**config.mk**
```make
export PLATFORM = sky130hd
export DESIGN_NAME = lc3_alu_sequencer
export DESIGN_NICKNAME = d
export VERILOG_FILES = /design/src/rtl/lc3_pkg.sv /design/src/rtl/lc3_op_alu.sv /design/src/rtl/lc3_alu_sequencer.sv
export SDC_FILE = /design/constraint.sdc
export NUM_CORES = 1
export LEC_CHECK = 0
export CORE_UTILIZATION = 40
export DETAILED_ROUTE_END_ITERATION = 10
export HOLD_SLACK_MARGIN = 0.15
export PLACE_DENSITY = 0.7
export SKIP_CTS_REPAIR_TIMING = 1
export SLEW_MARGIN = 30
export SYNTH_ARGS = -nofsm -noshare
export SYNTH_HDL_FRONTEND = slang
export SYNTH_SLANG_ARGS = --single-unit
```
**constraint.sdc**
```tcl
create_clock -name clk -period 5.31 [get_ports clk]
set_input_delay 1.062 -clock clk [delete_from_list [all_inputs] [get_ports clk]]
set_output_delay 1.062 -clock clk [all_outputs]
set_load 0.02 [all_outputs]
```
**src/rtl/lc3_pkg.sv**
```systemverilog
// ============================================================================
// lc3_pkg
// Shared opcodes, condition-code encodings, FSM states and helpers for the
// LC-3 operate-class execute path.
// Revision: 1.0
// ============================================================================
`default_nettype none

package lc3_pkg;

    localparam logic [3:0] OP_ADD = 4'b0001;
    localparam logic [3:0] OP_AND = 4'b0101;
    localparam logic [3:0] OP_NOT = 4'b1001;

    localparam logic [2:0] NZP_N = 3'b100;
    localparam logic [2:0] NZP_Z = 3'b010;
    localparam logic [2:0] NZP_P = 3'b001;

    typedef enum logic [1:0] {
        ST_IDLE = 2'd0,
        ST_READ = 2'd1,
        ST_EXEC = 2'd2,
        ST_WB   = 2'd3
    } state_t;

    function automatic logic [15:0] sext5(input logic [4:0] imm);
        return {{11{imm[4]}}, imm};
    endfunction

endpackage

`default_nettype wire

```
**src/rtl/lc3_op_alu.sv**
```systemverilog
// ============================================================================
// lc3_op_alu
// Combinational ADD/AND/NOT unit producing the result and its NZP code.
// Revision: 1.0
// ============================================================================
`default_nettype none

module lc3_op_alu
    import lc3_pkg::*;
(
    input  logic [3:0]  op,
    input  logic [15:0] Ra,
    input  logic [15:0] operand,
    output logic [15:0] result,
    output logic [2:0]  nzp
);

    always_comb begin
        result = 16'h0000;
        case (op)
            OP_ADD:  result = Ra + operand;
            OP_AND:  result = Ra & operand;
            OP_NOT:  result = ~Ra;
            default: result = 16'h0000;
        endcase

        if (result[15])
            nzp = NZP_N;
        else if (result == 16'h0000)
            nzp = NZP_Z;
        else
            nzp = NZP_P;
    end

endmodule

`default_nettype wire

```
**src/rtl/lc3_alu_sequencer.sv**
```systemverilog
// ============================================================================
// lc3_alu_sequencer
// Four-state execute controller: latch instruction, read operands, compute,
// write back with condition-code update.
// Revision: 1.0
// ============================================================================
`default_nettype none

module lc3_alu_sequencer
    import lc3_pkg::*;
(
    input  logic        clk,
    input  logic        reset,
    input  logic [15:0] instr,
    input  logic        instr_valid,
    output logic        instr_ready,
    output logic [2:0]  SR1,
    output logic [2:0]  SR2,
    input  logic [15:0] Ra,
    input  logic [15:0] Rb,
    output logic [2:0]  DR,
    output logic        regWE,
    output logic [15:0] b,
    output logic [2:0]  nzp,
    output logic        done,
    output logic        err
);

    state_t      r_state;
    state_t      w_next;
    logic [15:0] r_instr;
    logic [15:0] r_b;
    logic [2:0]  r_nzp;
    logic        r_err;

    logic [3:0]  w_op;
    logic        w_legal;
    logic        w_accept;
    logic [15:0] w_operand;
    logic [15:0] w_result;
    logic [2:0]  w_alu_nzp;

    assign w_op      = r_instr[15:12];
    assign w_legal   = (w_op == OP_ADD) || (w_op == OP_AND) || (w_op == OP_NOT);
    assign w_accept  = instr_valid && (r_state == ST_IDLE);
    assign w_operand = r_instr[5] ? sext5(r_instr[4:0]) : Rb;

    lc3_op_alu u_alu (
        .op      (w_op),
        .Ra      (Ra),
        .operand (w_operand),
        .result  (w_result),
        .nzp     (w_alu_nzp)
    );

    always_ff @(posedge clk or posedge reset) begin
        if (reset) begin
            r_state <= ST_IDLE;
            r_instr <= 16'h0000;
            r_b     <= 16'h0000;
            r_nzp   <= NZP_Z;
            r_err   <= 1'b0;
        end else begin
            r_state <= w_next;
            r_err   <= (r_state == ST_READ) && !w_legal;
            if (w_accept)
                r_instr <= instr;
            // Result and codes land together so both are valid for the whole WB cycle.
            if (r_state == ST_EXEC) begin
                r_b   <= w_result;
                r_nzp <= w_alu_nzp;
            end
        end
    end

    always_comb begin
        w_next      = r_state;
        instr_ready = 1'b0;
        regWE       = 1'b0;
        done        = 1'b0;
        case (r_state)
            ST_IDLE: begin
                instr_ready = 1'b1;
                if (instr_valid)
                    w_next = ST_READ;
            end
            ST_READ: w_next = w_legal ? ST_EXEC : ST_IDLE;
            ST_EXEC: w_next = ST_WB;
            ST_WB: begin
                regWE  = 1'b1;
                done   = 1'b1;
                w_next = ST_IDLE;
            end
            default: w_next = ST_IDLE;
        endcase
    end

    assign SR1 = r_instr[8:6];
    assign SR2 = r_instr[2:0];
    assign DR  = r_instr[11:9];
    assign b   = r_b;
    assign nzp = r_nzp;
    assign err = r_err;

endmodule

`default_nettype wire

```
; ---- Yosys cells after proc, flatten, opt, wreduce, memory -nomap -nowiden
; Index checks and enable logic that the tools add are counted.
[word_totals]
reg_bits = 38
inputBits = 51
out_inout_bits = 32
elab_cells = 31
[classes]
n_addsub = 1
eq_ne = 7
n_mux = 9
n_bitwise = 2
reduce_logical = 7
[op_table]
columns = operator, n
row1 = 16-bit one-hot mux with 3 select lines, 1
row2 = 16-bit adder, 1
row3 = 16-bit AND, 1
row4 = 16-bit zero test, 1
row5 = 16-bit 2-to-1 mux, 1
row6 = 16-bit inverter, 1
row7 = 2-bit one-hot mux with 4 select lines, 1
row8 = 2-bit 2-to-1 mux, 3
row9 = "2-bit equality test, second input constant", 2
row10 = "4-bit by 1-bit equality test with 1-bit output, second input constant", 1
row11 = "4-bit by 3-bit equality test with 1-bit output, second input constant", 1
row12 = "4-bit equality test, second input constant", 1
row13 = 3-bit 2-to-1 mux, 1
row14 = "2-bit by 1-bit equality test with 1-bit output, second input constant", 1
row15 = 1-bit logical AND, 2
row16 = 2-bit zero test, 1
row17 = 1-bit logical OR, 2
row18 = 1-bit 2-to-1 mux, 2
row19 = "2-bit inequality test, second input constant", 1
row20 = 1-bit zero test, 1

; ---- Longest topological paths before layout
; Gate-level depths: netlist of the first run.
[depth]
ltp_word = 6
mapped_depth = 14
ltp_nobuf = 11

; ---- Cells and area by module
; Synthesis of the first run repeated with hierarchy kept, for this count alone.
[unflattened]
hier_cells = 327
area_unflattened_um2 = 3050.4
[modules_own_cells]
columns = mod, n_inst, cells_each, area_each_um2, seq_area_each_um2
row1 = lc3_alu_sequencer, 1, 131, 1695.4, 952.2
row2 = lc3_op_alu, 1, 196, 1355.0, 0.0

; ---- Worst setup path before layout of the first run
; OpenSTA, ideal clock, no wires.
[synth_path]
kind = input to register
startpoint = input Rb[0]
endpoint = register r_nzp[0], in the netlist nzp[0]
setup_ns = 0.140
arrival_time_ns = 3.388
required_ns = 5.170
slack_ns = 1.782
cell_stages = 11
n_path_buf = 0
cell_sequence = mux2_2 > ha_1 > fa_1 > a21o_2 > a311oi_2 > o31ai_1 > xor2_1 > a22oi_1 > nand4_1 > nor4b_2 > a32oi_1
[synth_between]
elab_chain_cells = 6
word_cells_on_any_way = 7
cone_classes = add/sub: 1 / mux: 4 / bitwise: 1 / reduce/logical: 1
[synth_rtl]
columns = item, line_no
row1 = start: declaration, lc3_alu_sequencer.sv:20  ; input logic [15:0] Rb,
row2 = 16-bit 2-to-1 mux (*), lc3_alu_sequencer.sv:46  ; assign w_operand = r_instr[5] ? sext5(r_instr[4:0]) : Rb;
row3 = 16-bit adder / 16-bit AND (equally long branches), "lc3_op_alu.sv:21, lc3_op_alu.sv:22"
row4 = 16-bit one-hot mux with 3 select lines (*), lc3_op_alu.sv:20  ; case (op)
row5 = 16-bit zero test, lc3_op_alu.sv:29  ; else if (result == 16'h0000)
row6 = 2-bit 2-to-1 mux, lc3_op_alu.sv:29
row7 = 3-bit 2-to-1 mux (*), lc3_op_alu.sv:27  ; if (result[15])
row8 = end signal: assignment, lc3_alu_sequencer.sv:71  ; r_nzp <= w_alu_nzp;
row9 = end: declaration, lc3_alu_sequencer.sv:33  ; logic [2:0] r_nzp;
; Every way passes the cells marked *; elsewhere a longest branch is shown, timed or not.
; A chain may end at the register's enable or synchronous reset.

; ---- Worst setup path after layout of the first run
; Ends and elaborated chain as after synthesis.

==> impl_metrics.json, run 1 <==
{
  "synthDistinctLibCells": 54,
  "grt_overflow": 0,
  "drtPass1Iterations": 4,
  "drc": 0,
  "critPathCaptureType": "flop",
  "grt_antenna_before_repair": 0,
  "setup_slack_ns": 1.33,
  "hold_end": "b[6]",
  "ys_seq_area_share_pct": 33.2,
  "path_clk_slew_ns": 0.08,
  "vias_per_cell": 5.63,
  "synth_nets": 387,
  "synthCells": 319,
  "chipHeight_um": 85.5,
  "antennaDiodeCount": 0,
  "maxSlewHeadroom_pct": 42.1,
  "synth_adder_area_share_pct": 7.90,
  "fmax_mhz": 251,
  "synth_top_family_by_area": "compound AO/OA/AOI/OAI gates",
  "status": "finished clean",
  "worst-r2r-cell-count": 11,
  "wire_per_inst_um": 16.2,
  "p_leak_nw": 1.55,
  "powerDensity_mw_per_mm2": 628,
  "synthMuxAreaShare_pct": 9.51,
  "drive_above_1_share_pct": 10.4,
  "drt_iter0_drc": 139,
  "dp_cells": 456,
  "root_buffer": "clkbuf_8",
  "cp.required_ns": 5.47,
  "ys.flop_type": "dfrtp_1",
  "num-fill-cells": 606,
  "core_mm2": 0.00676,
  "rows": 30,
  "synthArstFlopShare_pct": 100,
  "cts_tree": "yes",
  "multi_input_area_mm2": 0.00163,
  "clk_path_buf_depth": 2,
  "io_pins": 83,
  "synth_xor_area_share_pct": 3.45,
  "syn_area_mm2": 0.00279,
  "die_w_um": 85.5,
  "setup_viol": 0,
  "cap_viol_max_count": 0,
  "cts.htree.levels": 2,
  "start_kind": "primary input",
  "yosys.area_share.simple_pct": 15.2,
  "crit_type": "in2reg",
  "syn_to_final_growth_pct": 32.0,
  "crit_arrival_ns": 4.14,
  "worstPathMaxFanout": 3,
  "rrSetupSlack_ns": 1.58,
  "synth-compound-area-share_pct": 22.6,
  "worst_ir_drop_vdd_mv": 0.189,
  "grt_max_degree": 38,
  "start_util_pct": 41.3,
  "rsz0062_at_grt": "no",
  "fin_nets": 451,
  "cts_buffers": 5,
  "clock_sinks": 37,
  "rr_startpoint": "r_instr[5]",
  "post-route-period-util_pct": 74.9,
  "regToRegEndpoint": "nzp[0]",
  "ant_nets": 0,
  "hold_path.class": "reg2reg",
  "synth-edff-count": 0,
  "finalWirelength_um": 7510,
  "slew_violations": 0,
  "min_period_ns": 3.98,
  "synth-seq-cells": 37,
  "worst_hold_slack_ns": 0.485,
  "worst_pin_slew_ns": 0.866,
  "insertion_delay_ns": 0.29,
  "min_from": "b[6]",
  "register_area_um2": 927,
  "io_buffers": 82,
  "grt_pass1_vias": 2494,
  "finalNonFillerCells": 464,
  "grt_first_pass_wirelength_um": 12200,
  "yosys_warnings": 0,
  "place.gp.congestion": 0.981,
  "clock_skew_ns": 0.00562,
  "hold_viol": 0,
  "vias": 2614,
  "dp_hpwl_um": 5720,
  "setup_tns_ns": 0,
  "place_ws_ns": 1.03,
  "die_area_mm2": 0.00731,
  "hold_depth": 2,
  "syn_area_per_cell_um2": 8.74,
  "track_usage_pct": 21.2
}
-- area by class of cell --
class / count / area share, %
multi-input combinational: 239 / 44.4
sequential: 37 / 25.2
inverter: 15 / 1.53
timing repair buffer: 85 / 22.9
tap: 80 / 2.72
clock buffer: 6 / 2.24
clock inverter: 2 / 1.02
-- logic make-up after synthesis --
logic type               count (synthesis)
AO/OA/AOI/OAI                           98
buffers and inverters                   43
multiplexers                            24
AND/OR/NAND/NOR                         89
XOR/XNOR                                11
flip-flops                              37
adder cells (fa/ha/maj)                 17
-- worst max-delay path: stages --
cell             delay, ns
clkdlybuf4s50_1       0.42
mux2_2                0.27
ha_1                  0.23
fa_1                  0.41
a21o_2                0.23
a311oi_2              0.35
o31ai_1               0.14
xor2_1                0.15
a22oi_1               0.25
nand4_1               0.16
nor4b_2               0.33
a32oi_1               0.14
-- where the power goes --
group	switching [mW]	total [mW]	internal (mW)
registers	0.125	0.542	0.417
logic	0.820	1.51	0.687
clock network	0.108	0.261	0.153
-- stage by stage --
step / total power, mW / util, % / instance area (um2)
4_1_cts: 2.31 / 54.5 / 3680
3_5_place_dp: 2.04 / 52.7 / 3560
3_3_place_gp: 2.02 / 52.7 / 3560
5_1_grt: 2.48 / 54.5 / 3680
2_1_floorplan: 1.64 / - / 2790
6_report: 2.31 / 54.5 / 3680
-- synthesized netlist by cell type (all sizes together) (2+ instances only) --
cell    instances  area, um2
dfrtp          36        901
o21ai          28        140
nor2           23       86.3
a211oi          2       20.0
a22oi           3       22.5
a21oi          26        130
clkbuf         11       41.3
nor4b           2       30.0
nand2          37        139
nand3           3       15.0
o22ai           5       37.5
a21o            4       31.3
nor3            4       25.0
a31oi           6       37.5
mux2i           4       40.0
nand4           3       18.8
mux2           20        225
nor2b           4       25.0
nand2b          5       31.3
a22o            2       17.5
and2            3       18.8
o31ai           4       30.0
o22a            2       17.5
nand3b          2       15.0
xnor2           6       52.6
xor2            5       43.8
ha             16        200
o21a            4       30.0
buf            17        130
inv            15       56.3
a221oi          2       17.5
-- how the worst max path moves through the flow --
stage / start / end / slack, ns / depth (start not counted)
after floorplan: Rb[0] / nzp[0] / 1.78 / 11
after global placement: Rb[0] / nzp[0] / 1.15 / 12
after detailed placement: Rb[0] / nzp[0] / 1.03 / 12
after CTS: Rb[0] / nzp[0] / 1.34 / 12
after global routing: Rb[0] / nzp[0] / 1.14 / 12
final: Rb[0] / nzp[0] / 1.33 / 12
-- sequential cells by signal, summed over array words and instances, names as in the netlist, named ones only --
| signal | count |
|---|---|
| b | 16 |
| r_instr | 16 |
| nzp | 2 |
| err | 1 |
| r_state | 1 |
-- cells in the final DEF (no fill, tap or decap), types with 4 or more instances in the layout --
cell	instances
a21oi_1	26
a31oi_1	6
clkbuf_8	6
clkdlybuf4s50_1	82
dfrtp_1	36
ha_1	16
inv_1	15
mux2_2	20
mux2i_1	4
nand2_1	37
nand2b_1	5
nor2_1	23
nor2b_1	4
o21a_1	4
o21ai_0	27
o22ai_1	4
o31ai_1	4
xnor2_1	6
xor2_1	5
-- metal layers --
| layer | vias up | share of wire, % | global-route usage [%] |
|---|---|---|---|
| met5 | - | 0 | 0 |
| met3 | 12 | 6.0 | 2.02 |
| met2 | 102 | 47 | 35.1 |
| li1 | 1256 | - | - |
| met4 | 0 | 1.8 | 8.94 |
| met1 | 1244 | 45 | 28.5 |
No activity file was read; power rests on OpenSTA's default activity.
==> run 2, diff against run 1 <==
- clock period: 5.31 -> 3.7 ns (I/O delays scaled with it)
==> run 2 against run 1 <==
Net effect:
- sequential power increased by 39%
- clock power is 3% higher
- die area is the same
- combinational power increased by 53%
- global-route usage decreased by 0.062 points
- worst hold slack improved by 0.0021 ns
- wire length unchanged
- utilization up 0.89 points
- final cell count increased by 1.9%
- clock skew is 0.0033 ns lower
- non-clock buffer count rose by 9
- critical path depth unchanged
- critical path type unchanged
- largest power group unchanged
==> impl_metrics.json, run 2 (synthesized netlist as in run 1, its figures left out) <==
{
  "status": "finished clean",
  "crit_family": "compound AO/OA/AOI/OAI gates",
  "vias": 2581,
  "max_stage_delay_ns": 0.40,
  "crit_buf_inv": 1,
  "dp_cells": 465,
  "start_util_pct": 41.3,
  "dp_hpwl_um": 5850,
  "critPathCaptureType": "flop",
  "insertion_delay_ns": 0.29,
  "finalNonFillerCells": 473,
  "place.gp.congestion": 0.978,
  "grt_first_pass_wirelength_um": 12300,
  "ant_nets": 0,
  "cp_cell_sequence": "clkdlybuf4s50_1, mux2_2, ha_1, fa_1, a21o_2, a311oi_4, o31ai_1, xor2_1, a22oi_2, nand4_1, nor4b_4, a32o_2",
  "syn_to_final_growth_pct": 34.1,
  "cts_tree": "yes",
  "rrSetupSlack_ns": 0.37,
  "finalWirelength_um": 7510,
  "cp.required_ns": 3.93,
  "clk_path_buf_depth": 2,
  "core_mm2": 0.00676,
  "fmax_mhz": 283,
  "finish.utilization_pct": 55.4,
  "most-common-layout-cells": "clkdlybuf4s50_1 (82), nand2_1 (37), dfrtp_1 (36)",
  "cts_buffers": 5,
  "min_period_ns": 3.54,
  "io_pins": 83,
  "busiest_layer": "met2",
  "crit_arrival_ns": 3.76,
  "clock_sinks": 37,
  "cts.htree.levels": 2,
  "wire_per_inst_um": 15.9,
  "drtPass1Iterations": 4,
  "worst_ir_drop_vdd_mv": 0.344,
  "cap_viol_max_count": 0,
  "die_w_um": 85.5,
  "worst_pin_slew_ns": 0.949,
  "cp.depth": 12,
  "use_met2_pct": 34.3,
  "die_area_mm2": 0.00731,
  "grt_pass1_vias": 2450,
  "root_buffer": "clkbuf_8",
  "rsz0062_at_grt": "no",
  "hold_depth": 2,
  "worstPathMaxFanout": 3,
  "use_met1_pct": 29.6,
  "final_common_cell": "clkdlybuf4s50_1",
  "vias_per_cell": 5.46,
  "chipHeight_um": 85.5,
  "cpMaxStageDelayCell": "clkdlybuf4s50_1",
  "grt_overflow": 0,
  "drt_iter0_drc": 155,
  "post-route-period-util_pct": 95.6,
  "crit_type": "in2reg",
  "powerDensity_mw_per_mm2": 892,
  "p_leak_nw": 1.59,
  "setup_viol": 0,
  "grt_max_degree": 22,
  "fin_nets": 460,
  "io_buffers": 82,
  "drive_above_1_share_pct": 12.7,
  "clock_skew_ns": 0.00237,
  "rows": 30,
  "setup_tns_ns": 0,
  "hold_path.class": "reg2reg",
  "path_clk_slew_ns": 0.07,
  "hold_viol": 0,
  "maxSlewHeadroom_pct": 36.6,
  "finalPower_mw": 3.34,
  "antennaDiodeCount": 0,
  "track_usage_pct": 21.1,
  "slew_violations": 0,
  "grt_antenna_before_repair": 0,
  "worst-r2r-cell-count": 11,
  "grt_util_met3_pct": 1.83,
  "start_kind": "primary input",
  "drc": 0
}
-- run 2: worst paths after layout --
path                                  from    endpoint
worst max-delay path                 Rb[0]      nzp[1]
max in group asynchronous            reset  r_instr[3]
worst min register to register        b[5]        b[5]
min in group asynchronous            reset  r_instr[8]
worst max register to register  r_instr[5]      nzp[1]
worst min-delay path                  b[5]        b[5]
-- run 2: where the power goes --
group	switching, mW	internal, mW	total [mW]
Clock	0.139	0.130	0.270
Combinational	1.25	1.06	2.31
Sequential	0.157	0.599	0.756
-- run 2: area by class of cell --
| type | instances | area (um2) |
|---|---|---|
| Inverter | 15 | 56.3 |
| Tap cell | 80 | 100 |
| Clock buffer | 6 | 72.6 |
| Multi-Input combinational cell | 239 | 1660 |
| Clock inverter | 2 | 10.0 |
| Sequential cell | 37 | 927 |
| Timing Repair Buffer | 94 | 911 |
| Fill cell | 607 | 3020 |
-- run 2: per-layer routing --
metal  part of all wire [%]  routed length [um]  vias up
met4                    2.1                 158        0
met5                      0                   0        -
met2                     47                3510       83
li1                       -                   -     1274
met1                     47                3490     1215
met3                    4.6                 348        9
-- run 2: worst reg2reg max path: cells and delay by family (launching register included) --
kind,cells,cell delay [ns]
compound gates,5,1.16
fa+ha+maj,1,0.48
flops,1,0.48
mux,1,0.22
simple gates,4,0.95
-- run 2: metrics by stage --
stage,instance area (um2),worst slack (ns),hold WS [ns]
CTS,3710,0.0614,0.488
global placement,3630,-0.133,0.457
detailed placement,3630,-0.231,0.471
global route,3740,0.0135,0.520
floorplan,2790,0.494,0.470
finish,3740,0.164,0.487
==> run 3, diff against run 2 <==
--- a/config.mk
+++ b/config.mk
@@ -8,2 +8,3 @@
 export CORE_UTILIZATION = 40
+export CTS_CLUSTER_SIZE = 28
 export DETAILED_ROUTE_END_ITERATION = 10
==> constraint.sdc (replaced) <==
create_clock -name clk -period 4.2 [get_ports clk]
set_input_delay 0.63 -clock clk [delete_from_list [all_inputs] [get_ports clk]]
set_output_delay 0.63 -clock clk [all_outputs]
set_load 0.02 [all_outputs]
==> run 3 against run 2 <==
Net effect:
- clock power decreased by 13%
- via count increased by 0.35%
- worst setup slack improved by 0.46 ns
- global-route usage increased by 0.11 points
- clock skew increased by 0.0037 ns
- critical path depth unchanged
- sequential cell count unchanged
- sequential power decreased by 12%
- total power decreased by 14%
- sequential share of layout area increased by 0.56 points
- die area unchanged
- largest cell class unchanged
- largest power group unchanged
- highest routed layer unchanged
==> impl_metrics.json, run 3 (synthesized netlist as in run 1, its figures left out) <==
{
  "start_kind": "primary input",
  "min_period_ns": 3.58,
  "finalNonFillerCells": 466,
  "root_buffer": "clkbuf_8",
  "die_w_um": 85.5,
  "hold_viol": 0,
  "drtPass1Iterations": 5,
  "cp.required_ns": 4.34,
  "grt_first_pass_wirelength_um": 12400,
  "path_clk_slew_ns": 0.07,
  "place.gp.congestion": 1.00,
  "worst-r2r-cell-count": 11,
  "worst_pin_slew_ns": 0.756,
  "io_buffers": 82,
  "hold_path.class": "reg2reg",
  "placed_area_mm2": 0.00358,
  "rr_startpoint": "r_instr[5]",
  "status": "finished clean",
  "finish.utilization_pct": 54.1,
  "start_util_pct": 41.3,
  "clock_sinks": 37,
  "crit_arrival_ns": 3.72,
  "setup_viol": 0,
  "critPathCaptureType": "flop",
  "dp_hpwl_um": 5810,
  "insertion_delay_ns": 0.28,
  "wire_per_inst_um": 15.9,
  "io_pins": 83,
  "crit_type": "in2reg",
  "dp_cells": 458,
  "syn_to_final_growth_pct": 31.2,
  "worst_ir_drop_vdd_mv": 0.294,
  "setup_tns_ns": 0,
  "finalWirelength_um": 7430,
  "slew_violations": 0,
  "cts_buffers": 5,
  "clk_path_buf_depth": 2,
  "setup_slack_ns": 0.625,
  "antennaDiodeCount": 0,
  "final_common_cell": "clkdlybuf4s50_1",
  "vias": 2590,
  "cap_viol_max_count": 0,
  "powerDensity_mw_per_mm2": 781,
  "vias_per_cell": 5.56,
  "p_leak_nw": 1.54,
  "place_ws_ns": 0.358,
  "core_mm2": 0.00676,
  "regToRegEndpoint": "nzp[0]",
  "finalPower_mw": 2.86,
  "track_usage_pct": 21.2,
  "fmax_mhz": 280,
  "die_area_mm2": 0.00731,
  "rsz0062_at_grt": "no",
  "cts_tree": "yes",
  "most-common-layout-cells": "clkdlybuf4s50_1 (82), nand2_1 (37), dfrtp_1 (36)",
  "rows": 30,
  "min_from": "b[5]",
  "design_area_mm2": 0.00366,
  "ant_nets": 0,
  "drt_iter0_drc": 151,
  "grt_antenna_before_repair": 0,
  "chipHeight_um": 85.5,
  "drc": 0,
  "worst_hold_slack_ns": 0.486,
  "drive_above_1_share_pct": 10.9,
  "post-route-period-util_pct": 85.1,
  "hold_depth": 2,
  "worstPathMaxFanout": 3,
  "grt_overflow": 0,
  "hold_end": "b[5]",
  "grt_pass1_vias": 2526,
  "maxSlewHeadroom_pct": 49.6,
  "grt_max_degree": 31,
  "rrSetupSlack_ns": 0.75,
  "cts.htree.levels": 2,
  "clock_skew_ns": 0.00602,
  "fin_nets": 453
}
-- run 3: cell types whose count changed in the layout (fill, tap and decap cells not counted), sizes merged --
| cell | change |
|---|---|
| buf | -7 |
-- run 3: per-layer routing --
metal  vias to the layer above  track usage [%]  wire, um
li1                       1264                -         -
met1                      1200             30.2      3550
met2                       107             33.3      3320
met3                        19             1.83       348
met4                         0             8.94       210
met5                         -                0         0
-- run 3: layout make-up --
type / count / area [um2]
Clock buffer: 6 / 72.6
Clock inverter: 2 / 10.0
Fill cell: 648 / 3100
Inverter: 15 / 56.3
Multi-Input combinational cell: 239 / 1630
Sequential cell: 37 / 927
Tap cell: 80 / 100
Timing Repair Buffer: 87 / 858
-- run 3: how the worst max path moves through the flow --
stage	startpoint	to	slack, ns	cells past startpoint
2_1_floorplan	r_instr[5]	nzp[0]	1.07	12
3_3_place_gp	Rb[0]	nzp[0]	0.46	12
3_5_place_dp	Rb[0]	nzp[0]	0.36	12
4_1_cts	Rb[0]	nzp[0]	0.65	12
5_1_grt	r_instr[5]	nzp[0]	0.50	11
6_report	Rb[0]	nzp[0]	0.62	12
-- run 3: critical path, stage by stage --
cell	delay [ns]
clkdlybuf4s50_1	0.39
mux2_2	0.27
ha_1	0.23
fa_1	0.42
a21o_2	0.23
a311oi_2	0.35
o31ai_1	0.15
xor2_1	0.15
a22oi_1	0.22
nand4_1	0.16
nor4b_2	0.37
a32oi_1	0.15
-- run 3: report_power, final --
group / switching (mW) / internal (mW) / total [mW] / leakage, nW
registers: 0.136 / 0.528 / 0.664 / 0.452
logic: 1.08 / 0.882 / 1.96 / 1.04
clock network: 0.120 / 0.115 / 0.235 / 0.0450
